`src/rtl/ssd_scan_decoder.sv`:
```
// ssd_scan_decoder: receive-side decoder for a multiplexed, active-low
// seven-segment display bus. It waits for each digit's pattern to be stable,
// decodes it to a hex nibble and assembles full frames. Frames are presented
// on a valid/ready port.
// Optional feature: define SSD_SCAN_DEC_DP_EN to also sample the decimal
// point (dp_in) and present it per digit on dp_out.
module ssd_scan_decoder #(
  parameter int DIGITS        = 4,
  parameter int STABLE_CYCLES = 8
) (
  input  logic                  clk,
  input  logic                  rst,
  input  logic [6:0]            seg_in,
  input  logic [DIGITS-1:0]     an_in,
`ifdef SSD_SCAN_DEC_DP_EN
  input  logic                  dp_in,
  output logic [DIGITS-1:0]     dp_out,
`endif
  output logic [4*DIGITS-1:0]   value_out,
  output logic                  err_out,
  output logic                  overrun_out,
  output logic                  valid_out,
  input  logic                  ready_in
);

`ifdef SSD_SCAN_DEC_DP_EN
  localparam int DPW = 1;
`else
  localparam int DPW = 0;
`endif
  localparam int SW    = DIGITS + 7 + DPW;
  localparam int IDX_W = (DIGITS > 1) ? $clog2(DIGITS) : 1;
  localparam logic [7:0] CNT_LAST = 8'(STABLE_CYCLES - 1);

  typedef enum logic [1:0] {BLANK, SETTLE, LOCKED} state_t;

  // Active-low pattern to {error, nibble}; unknown patterns give nibble 0.
  function automatic logic [4:0] dec7(input logic [6:0] p);
    case (p)
      7'h40: dec7 = 5'h00;  7'h79: dec7 = 5'h01;
      7'h24: dec7 = 5'h02;  7'h30: dec7 = 5'h03;
      7'h19: dec7 = 5'h04;  7'h12: dec7 = 5'h05;
      7'h02: dec7 = 5'h06;  7'h78: dec7 = 5'h07;
      7'h00: dec7 = 5'h08;  7'h10: dec7 = 5'h09;
      7'h08: dec7 = 5'h0A;  7'h03: dec7 = 5'h0B;
      7'h46: dec7 = 5'h0C;  7'h21: dec7 = 5'h0D;
      7'h06: dec7 = 5'h0E;  7'h0E: dec7 = 5'h0F;
      default: dec7 = 5'h10;
    endcase
  endfunction

  logic [SW-1:0]        smp_d, smp_q, prv_q;
  state_t               state_q;
  logic [7:0]           cnt_q;
  logic [DIGITS-1:0]    seen_q;
  logic [3:0]           slot_nib_q [DIGITS];
  logic [DIGITS-1:0]    slot_err_q;
  logic [4*DIGITS-1:0]  slot_flat;
  logic [4*DIGITS-1:0]  value_q;
  logic                 err_q, ovr_q, valid_q;
  logic [DIGITS-1:0]    anl;
  logic [IDX_W-1:0]     dig;
  logic                 onehot;
  logic [4:0]           dec;
  logic                 frame_done;
  int                   ones;
`ifdef SSD_SCAN_DEC_DP_EN
  logic [DIGITS-1:0]    slot_dp_q;
  logic [DIGITS-1:0]    dp_q;
  assign smp_d  = {dp_in, an_in, seg_in};
  assign dp_out = dp_q;
`else
  assign smp_d  = {an_in, seg_in};
`endif

  assign dec         = dec7(smp_q[6:0]);
  assign frame_done  = &seen_q;
  assign value_out   = value_q;
  assign err_out     = err_q;
  assign overrun_out = ovr_q;
  assign valid_out   = valid_q;

  // Find which anode is low in the registered sample and whether it is unique.
  always_comb begin
    anl    = ~smp_q[7 +: DIGITS];
    ones   = 0;
    dig    = '0;
    for (int i = 0; i < DIGITS; i++) begin
      if (anl[i]) begin
        ones = ones + 1;
        dig  = IDX_W'(i);
      end
    end
    onehot = (ones == 1);
  end

  // Flatten the slot nibbles into frame order.
  always_comb begin
    slot_flat = '0;
    for (int i = 0; i < DIGITS; i++) slot_flat[4*i +: 4] = slot_nib_q[i];
  end

  // Register the raw bus every cycle; idle value is "no anode, all segments off".
  always_ff @(posedge clk or posedge rst) begin
    if (rst) smp_q <= '1;
    else     smp_q <= smp_d;
  end

  // Capture FSM: count equal samples of a one-hot digit, then write its slot.
  always_ff @(posedge clk or posedge rst) begin
    if (rst) begin
      state_q    <= BLANK;
      cnt_q      <= '0;
      seen_q     <= '0;
      prv_q      <= '1;
      slot_err_q <= '0;
      for (int i = 0; i < DIGITS; i++) slot_nib_q[i] <= '0;
`ifdef SSD_SCAN_DEC_DP_EN
      slot_dp_q  <= '0;
`endif
    end else begin
      prv_q <= smp_q;
      if (frame_done) seen_q <= '0;
      if (smp_q != prv_q) begin
        state_q <= onehot ? SETTLE : BLANK;
        cnt_q   <= onehot ? 8'd1 : 8'd0;
      end else if (state_q == SETTLE) begin
        if (cnt_q == CNT_LAST) begin
          slot_nib_q[dig] <= dec[3:0];
          slot_err_q[dig] <= dec[4];
`ifdef SSD_SCAN_DEC_DP_EN
          slot_dp_q[dig]  <= ~smp_q[SW-1];
`endif
          seen_q[dig]     <= 1'b1;
          state_q         <= LOCKED;
        end else begin
          cnt_q <= cnt_q + 8'd1;
        end
      end
    end
  end

  // Output port: load completed frames, track overrun, retire on accept.
  always_ff @(posedge clk or posedge rst) begin
    if (rst) begin
      value_q <= '0;
      err_q   <= 1'b0;
      ovr_q   <= 1'b0;
      valid_q <= 1'b0;
`ifdef SSD_SCAN_DEC_DP_EN
      dp_q    <= '0;
`endif
    end else if (frame_done) begin
      value_q <= slot_flat;
      err_q   <= |slot_err_q;
      valid_q <= 1'b1;
`ifdef SSD_SCAN_DEC_DP_EN
      dp_q    <= slot_dp_q;
`endif
      if (valid_q && !ready_in) ovr_q <= 1'b1;
    end else if (valid_q && ready_in) begin
      valid_q <= 1'b0;
      ovr_q   <= 1'b0;
    end
  end

endmodule
```
`config.mk`:
```
export PLATFORM = sky130hd
export DESIGN_NAME = ssd_scan_decoder
export DESIGN_NICKNAME = d
export VERILOG_FILES = /design/src/rtl/ssd_scan_decoder.sv
export SDC_FILE = /design/constraint.sdc
export NUM_CORES = 1
export LEC_CHECK = 0
export ABC_CLOCK_PERIOD_IN_PS = 2500
export BUFFER_PORTS_ARGS = -buffer_cell sky130_fd_sc_hd__buf_2
export CAP_MARGIN = 5
export CORE_MARGIN = 5
export CORE_UTILIZATION = 55
export CTS_BUF_LIST = sky130_fd_sc_hd__clkbuf_4
export CTS_CLUSTER_DIAMETER = 60
export DETAILED_ROUTE_END_ITERATION = 12
export PLACE_DENSITY = 0.86
export SKIP_LAST_GASP = 1
export SLEW_MARGIN = 10
export SYNTH_ARGS = -nofsm -noshare
export SYNTH_HDL_FRONTEND = slang
export SYNTH_SLANG_ARGS = --single-unit
```
`constraint.sdc`:
```
create_clock -name clk -period 2.5 [get_ports clk]
set_input_delay 0.5 -clock clk [delete_from_list [all_inputs] [get_ports clk]]
set_output_delay 0.5 -clock clk [all_outputs]
set_load 0.02 [all_outputs]
```
After elaboration in Yosys (flattened, before gate mapping)
Index checks and enable logic that the tools add are counted.

storage, ports and cells
  bits of input ports = 14
  logic and storage cells = 92
  output and inout bits = 19
  flip-flop bits (word level) = 75

operators by class
  muxes and demuxes = 30
  reduce and logical (&&, ||, !) cells = 15
  eq/ne operators = 21
  bitwise gates (word level) = 4
  $add $sub $neg = 4
  magnitude comparators = 4

operator list
  operator               number
  $add 32x2->32 const B  3
  $mux 32                3
  $pmux 5 s16            1
  $eq 32x2->1 const B    1
  $eq 7x7->1 const B     4
  $mux 8                 3
  $eq 7x5->1 const B     3
  $eq 7x6->1 const B     3
  $mux 4                 5
  $bwmux 16              1
  $eq 7x2->1 const B     2
  $eq 7x4->1 const B     2
  $ne 11x11->1           1
  $mux 2                 5
  $mux 1                 9
  $add 8x1->8 const B    1
  $demux 4 s2            1
  $eq 8x3->1 const B     1
  $eq 7x3->1 const B     1
  $logic_not 7->1        1
  $reduce_and 2->1       3
  $reduce_bool 2->1      3
  $bwmux 4               1
  $logic_and 1x1->1      4
  other kinds (16)       16

Depth between registers and ports, before layout
Gate-level depths: netlist of run 1.

  depth after elaboration = 12
  depth in mapped cells = 9
  gate-level depth less buffers = 9

Worst setup path after synthesis of run 1
OpenSTA, ideal clock, no wires.

  path type = register to register
  start point = reg smp_q[8]
  end point = reg state_q[0]
  arrival = 2.125 ns
  path buffers = 0
  library setup time = 0.072 ns
  data required time = 2.428 ns
  clock period less this slack = 2.197 ns
  setup slack = 0.303 ns
  stages on the path, launching flop included = 8
  cells stage by stage = dfstp_2 -> inv_1 -> ha_1 -> xnor2_1 -> ha_1 -> or4_1 -> o211a_1 -> nor2_1

between the ends
  word-level cells in the longest chain between the ends = 9
  elaborated cells on any way between the ends = 13
  classes of those cells = 2 x add/sub; 2 x eq/ne; 5 x mux; 1 x bitwise; 3 x reduce/logical

ends and longest elaborated chain
  item                      RTL line  text
  start: declaration        52        logic [SW-1:0] smp_d, smp_q, prv_q;
  start signal: assignment  106       else smp_q <= smp_d;
  $not 4->4                 85        anl = ~smp_q[7 +: DIGITS];
  $mux 32                   89        if (anl[i]) begin
  $add 32x2->32             90        ones = ones + 1;
  $mux 32                   89
  $add 32x2->32             90
  $mux 32                   89
  $eq 32x2->1               94        onehot = (ones == 1);
  $mux 1                    125       state_q <= onehot ? SETTLE : BLANK;
  $mux 2                    124       if (smp_q != prv_q) begin
  end signal: assignment    125
  end: declaration          53        state_t state_q;

Several ways; a longest one is shown, not always the timed one.
A chain may end at the register's enable or synchronous reset.

Final worst setup path of run 1
  start point = reg smp_q[8]
  end point = reg cnt_q[0]

between the ends
  word-level cells in the longest chain between the ends = 9
  elaborated cells on any way between the ends = 13
  classes of those cells = 2 x add/sub; 3 x eq/ne; 5 x mux; 1 x bitwise; 2 x reduce/logical

ends and longest elaborated chain
  item                    RTL line  text
  $not 4->4               85
  $mux 32                 89
  $add 32x2->32           90
  $mux 32                 89
  $add 32x2->32           90
  $mux 32                 89
  $eq 32x2->1             94
  $mux 1                  126       cnt_q <= onehot ? 8'd1 : 8'd0;
  $mux 8                  124
  end signal: assignment  126
  end signal: assignment  137       cnt_q <= cnt_q + 8'd1;
  end: declaration        54        logic [7:0] cnt_q;

Several ways; a longest one is shown, not always the timed one.

==> flow_metrics.tcl, run 1 <==
set metrics [dict create \
    cts.repair.resized 0 \
    rsz0062_at_grt "yes" \
    power_density_nw_per_um2 571.2 \
    die_w_um 87.56 \
    wirelength_um 6082 \
    drive_above_1_share_pct 33.03 \
    path_clk_slew_ns 0.15 \
    worstPathMaxFanout 5 \
    portBuffers 32 \
    crit_required_ns 2.86 \
    setup_violations 0 \
    run_status "complete, no violations" \
    highest_layer "met4" \
    synth_top_area_share_pct 40.09 \
    yosys_warnings 0 \
    start_util_pct 56.21 \
    yosysUniqueCellTypes 48 \
    syn_area_um2 3308 \
    final.setup_skew_ns 0.02680 \
    post_drt_wl_per_cell_um 14.87 \
    syn_to_final_growth_pct 12.78 \
    cts-root-buf "clkbuf_4" \
    fillers 468 \
    ys_async_sr_fraction_pct 100.0 \
    grt_pass1_wl_um 10470 \
    leakage_nw 1.821 \
    route.met2.wl_um 3061 \
    slew_headroom_pct 50.56 \
    grt_use_total_pct 18.03 \
    hold_viol_final 0 \
    post_cts_buffers 0 \
    worst_pin_slew_ns 0.7320 \
    period_share_pct 95.45 \
    yosysTopAreaCell "dfrtp_1" \
    timing.fmax_ghz 0.4191 \
    final_util_pct 63.39 \
    end_kind "register" \
    viasPerCell 5.411 \
    finish.net_count 346 \
    arrival_ns 2.75 \
    syn-instance-count 287 \
    drt-met1-wl_um 2651 \
    avgSynthCellArea_um2 11.53 \
    dp_hpwl_um 4310 \
    cts_hold_buffers 0 \
    antenna_found_initial 1 \
    cts_buffer_depth 2 \
    ios 33 \
    drtPass1Iterations 4 \
    synth.most_common_cell "nand2_1" \
    postSynthNetCount 305 \
    hold_path.class "primary input to async pin" \
    yosys-top-cells-count "nand2_1 (56), dfrtp_1 (53), dfstp_2 (22)" \
    grt_max_degree 44 \
    fin_total_pwr_mw 2.131 \
    synth.area.top_cells "dfrtp_1 (40%), dfstp_2 (17%), nand2_1 (6.4%), mux2_2 (5.4%), xor2_1 (4.5%)" \
    numCtsBuffers 9 \
    drt-initial-drc-count 171 \
    vias 2213 \
    synth_edf_count 0 \
    grt_overflow 0 \
    dieArea_um2 7666 \
    crit_path_start_kind "register" \
    fp-row-count 28 \
    irDropWorstVdd_uv 374.8 \
    synthFlopType "dfrtp_1" \
    period_needed_ns 2.386 \
    core_um2 5886 \
    drv_cap 0 \
    die_y_um 87.56 \
    h-tree-depth 3 \
    synth-seq-cells 75 \
    clk_latency_ns 0.44 \
    grt_pass1_vias 2209 \
    slew_viol_final 0 \
    place.gp.congestion 0.7976 \
    cts.sinks 75 \
    yosysSeqAreaShare_pct 57.56 \
    path_class "register to register" \
    wl_met3_um 257 \
    cts_tree "yes" \
    ant_nets 0 \
    drcViolationCount 0 \
]
==> critical path, stage by stage (launching register included) <==
cell and delay [ns]:
dfstp_2 0.62, inv_1 0.11, ha_1 0.33, xnor2_2 0.16, ha_1 0.31, or4_1 0.52, o211a_1 0.16, nor2_1 0.10
==> report_power, final <==
part / internal [mW] / switching, mW / total [mW]
logic: 0.0612 / 0.0866 / 0.148
registers: 1.25 / 0.0320 / 1.28
clock network: 0.221 / 0.478 / 0.700
total: 1.53 / 0.597 / 2.13
==> kinds of logic (layout without fill, tap and decap cells) <==
group           after synthesis  after routing  share of synthesized area [%]
flops                        75             75                          57.56
mux                          21             21                          6.959
simple gates                112            112                          18.80
other cells                   0              1                              0
xor+xnor                     22             22                          5.824
fa+ha+maj                     5              5                          1.816
compound gates               30             30                          6.316
buf+inv                      22             68                          2.723
==> cell type report <==
class	count	area, um2	share of cell area [%]
flip-flops and latches	75	1904	51.04
multi-input cells	190	1323	35.45
repair buffers	41	240.2	6.439
well taps	75	93.84	2.515
clock buffers	9	67.56	1.811
clock inverters	7	58.81	1.576
inverters	11	41.29	1.107
diodes	1	2.502	0.06707
==> final timing paths <==
check / startpoint / endpoint / slack [ns] / depth (start not counted)
worst max-delay path: smp_q[8]$_DFF_PP1_ / cnt_q[0]$_DFFE_PP0P_ / 0.11 / 7
worst min-delay path: rst / slot_flat[1]$_DFFE_PP0P_ / 0.15 / 2
worst max register to register: smp_q[8]$_DFF_PP1_ / cnt_q[0]$_DFFE_PP0P_ / 0.11 / 7
worst min register to register: smp_q[7]$_DFF_PP1_ / prv_q[7]$_DFF_PP1_ / 0.40 / 0
max in group asynchronous: rst / smp_q[5]$_DFF_PP1_ / 1.61 / 3
min in group clk: seg_in[3] / smp_q[3]$_DFF_PP1_ / 0.15 / 1
==> routing by layer <==
metal / GRT usage (%) / vias up
met1: 23.62 / 1087
met5: 0 / -
met3: 4.045 / 9
li1: - / 1059
met2: 28.70 / 58
met4: 8.368 / 0
==> state kept, by name, summed over array words and instances (netlist names) <==
register	cells
cnt_q	8
err_out	1
overrun_out	1
prv_q	11
seen_q	4
slot_err_q	4
slot_flat	16
smp_q	11
state_q	2
valid_out	1
value_out	16
==> stage by stage <==
| step | setup TNS (ns) | std cells | cell area (um2) | setup slack, ns | hold slack [ns] |
|---|---|---|---|---|---|
| 4_1_cts | 0 | 408 | 3720 | 0.01140 | 0.1241 |
| 3_5_place_dp | 0 | 392 | 3593 | 0.03309 | 0.3841 |
| 5_1_grt | -0.01372 | 409 | 3731 | -0.01372 | 0.1240 |
| 2_1_floorplan | 0 | 287 | 3308 | 0.1264 | 0.3604 |
| 3_3_place_gp | 0 | 392 | 3593 | 0.1827 | 0.3828 |
| 6_report | 0 | 409 | 3731 | 0.1138 | 0.1491 |
==> cells in the final DEF (no fill, tap or decap), types with 2 or more instances in the layout <==
master,n
a211oi_1,2
a21o_1,4
a21oi_1,6
and3_1,3
buf_2,32
buf_4,8
clkbuf_4,9
clkinvlp_4,2
dfrtp_1,53
dfstp_2,22
ha_1,4
inv_1,9
inv_6,5
mux2_2,16
mux2i_1,5
nand2_1,56
nand2b_1,3
nand3_1,3
nand4_1,5
nor2_1,17
nor2b_1,3
nor4_1,3
nor4_2,2
nor4_4,3
o21ai_0,5
o22ai_1,2
o31a_1,2
o41ai_1,4
or3b_2,2
xnor2_1,4
xor2_1,17
No activity file was read; power rests on OpenSTA's default activity.
==> run 2, diff against run 1 <==
- ABC_AREA: default -> 1
==> flow_metrics.tcl, run 2 <==
set metrics [dict create \
    start_util_pct 56.57 \
    holdWs_ns 0.06389 \
    rsz0062_at_grt "no" \
    instances_no_fill 573 \
    dieArea_um2 8247 \
    hold_viol_final 0 \
    dp.cells 557 \
    h-tree-depth 3 \
    clk_latency_ns 0.42 \
    ant_nets 0 \
    avgSynthCellArea_um2 8.018 \
    multi_input_area_um2 1505 \
    die_y_um 90.82 \
    post_cts_buffers 0 \
    fin_total_pwr_mw 2.168 \
    numCtsBuffers 9 \
    r2r_setup_slack_ns 0.20 \
    irDropWorstVdd_uv 393.7 \
    synthFlopType "dfrtp_1" \
    cts_hold_buffers 0 \
    place.gp.congestion 0.8900 \
    cts.repair.resized 0 \
    synth.area.top_cells "dfrtp_1 (37%), nand2_1 (22%), dfstp_2 (16%), inv_1 (4.0%), nor2_1 (4.0%)" \
    cts-root-buf "clkbuf_4" \
    insertedDiodeCount 0 \
    yosysSeqAreaShare_pct 53.01 \
    grt_overflow 0 \
    final_area_um2 4006 \
    grt_pass1_wl_um 12100 \
    regArea_um2 1904 \
    dpl_worst_slack_ns 0.2605 \
    final_util_pct 63.09 \
    drt-initial-drc-count 119 \
    timing.fmax_ghz 0.4354 \
    path_class "register to register" \
    die_w_um 90.82 \
    crit_required_ns 2.86 \
    postSynthNetCount 466 \
    hold_path.class "primary input to async pin" \
    synth_edf_count 0 \
    drcViolationCount 0 \
    wirelength_um 6767 \
    place_area_um2 3875 \
    ys_async_sr_fraction_pct 100.0 \
    layout_commonest_cell "nand2_1" \
    finish.net_count 509 \
    yosys_warnings 0 \
    syn_to_final_growth_pct 11.53 \
    period_share_pct 91.86 \
    core_um2 6350 \
    ios 33 \
    power_density_nw_per_um2 541.2 \
    worst_pin_slew_ns 0.4491 \
    dp_hpwl_um 5074 \
    yosysTopAreaCell "dfrtp_1" \
    syn_area_um2 3592 \
    setup-tns-final_ns 0 \
    run_status "complete, no violations" \
    portBuffers 32 \
    antenna_found_initial 0 \
    yosys-top-cells-count "nand2_1 (208), dfrtp_1 (53), inv_1 (38), nor2_1 (38), nand3_1 (24)" \
    synth.most_common_cell "nand2_1" \
    leakage_nw 2.263 \
    synth-seq-cells 75 \
    grt_max_degree 29 \
    period_needed_ns 2.297 \
    path_clk_slew_ns 0.11 \
    setup_violations 0 \
    worstPathMaxFanout 8 \
    cts_tree "yes" \
    final.setup_skew_ns 0.01380 \
    yosysUniqueCellTypes 27 \
    end_kind "register" \
    crit_path_start_kind "register" \
    cts.sinks 75 \
    drv_cap 0 \
    slew_headroom_pct 70.03 \
    layout_common_cells "nand2_1 (208), dfrtp_1 (53), nor2_1 (38)" \
    drive_above_1_share_pct 18.55 \
    viasPerCell 5.045 \
    fillers 531 \
    post_drt_wl_per_cell_um 11.81 \
    drtPass1Iterations 4 \
    grt_use_total_pct 17.94 \
    grt_pass1_vias 2813 \
    vias 2891 \
    arrival_ns 2.66 \
    slew_viol_final 0 \
    layout_setup_ws_ns 0.2034 \
    synth_top_area_share_pct 36.92 \
    syn-instance-count 448 \
    fp-row-count 29 \
    cts_buffer_depth 2 \
]
-- run 2: cell count changes in the layout (fill, tap and decap cells not counted), moves of 5 or more --
cell and delta:
nand2_1 +152, inv_1 +28, nand3_1 +21, nor2_1 +21
mux2_2 -16, xor2_1 -14, nand4_1 +10, buf_4 -5
inv_2 +5, inv_6 -5, mux2i_1 -5, nor2_4 +5
-- run 2: routing by layer --
layer | wire length, um | GRT usage (%) | up-vias
met3 | 325 | 3.667 | 11
li1 | - | - | 1480
met2 | 3212 | 29.12 | 71
met1 | 3116 | 23.18 | 1329
met4 | 113 | 7.946 | 0
met5 | 0 | 0 | -
-- run 2: logic make-up after synthesis --
family                     share of synthesized area, %
adders and majority gates                         1.393
DFF                                               53.01
buffers and inverters                             5.085
AOI/OAI and AO/OA                                 1.776
and+or+nand+nor                                   36.54
xor gates and xnor gates                          2.194
-- run 2: critical path: stages, from the launching register on --
cell	delay, ns
dfstp_2	0.63
inv_2	0.08
ha_1	0.35
xnor2_1	0.23
ha_1	0.26
or2_2	0.26
nand2_1	0.07
nand3_1	0.06
nor2_1	0.08
nand2_1	0.07
nand2_1	0.06
nand2_1	0.04
nand2_1	0.05
-- run 2: final timing paths --
check / startpoint / end / cells after the start
setup / recovery: smp_q[8]$_DFF_PP1_ / cnt_q[0]$_DFFE_PP0P_ / 12
hold / removal: rst / value_out[15]$_DFFE_PP0P_ / 2
setup reg to reg: smp_q[8]$_DFF_PP1_ / cnt_q[0]$_DFFE_PP0P_ / 12
hold reg to reg: smp_q[7]$_DFF_PP1_ / prv_q[7]$_DFF_PP1_ / 0
max in group asynchronous: rst / prv_q[8]$_DFF_PP1_ / 3
min in group clk: an_in[3] / smp_q[10]$_DFF_PP1_ / 1
-- run 2: cell type report --
class                           count  share of cell area, %
Sequential cell                    75                  47.53
Tap cell                           77                  2.405
Multi-Input combinational cell    325                  37.57
Clock inverter                      6                  1.405
Timing Repair Buffer               36                  5.059
Inverter                           44                  4.154
Clock buffer                       10                  1.874
-- run 2: power by group --
part           internal [mW]  switching [mW]  total (mW)
Clock                  0.306           0.402       0.709
Combinational         0.0601           0.116       0.176
Sequential              1.25          0.0304        1.28
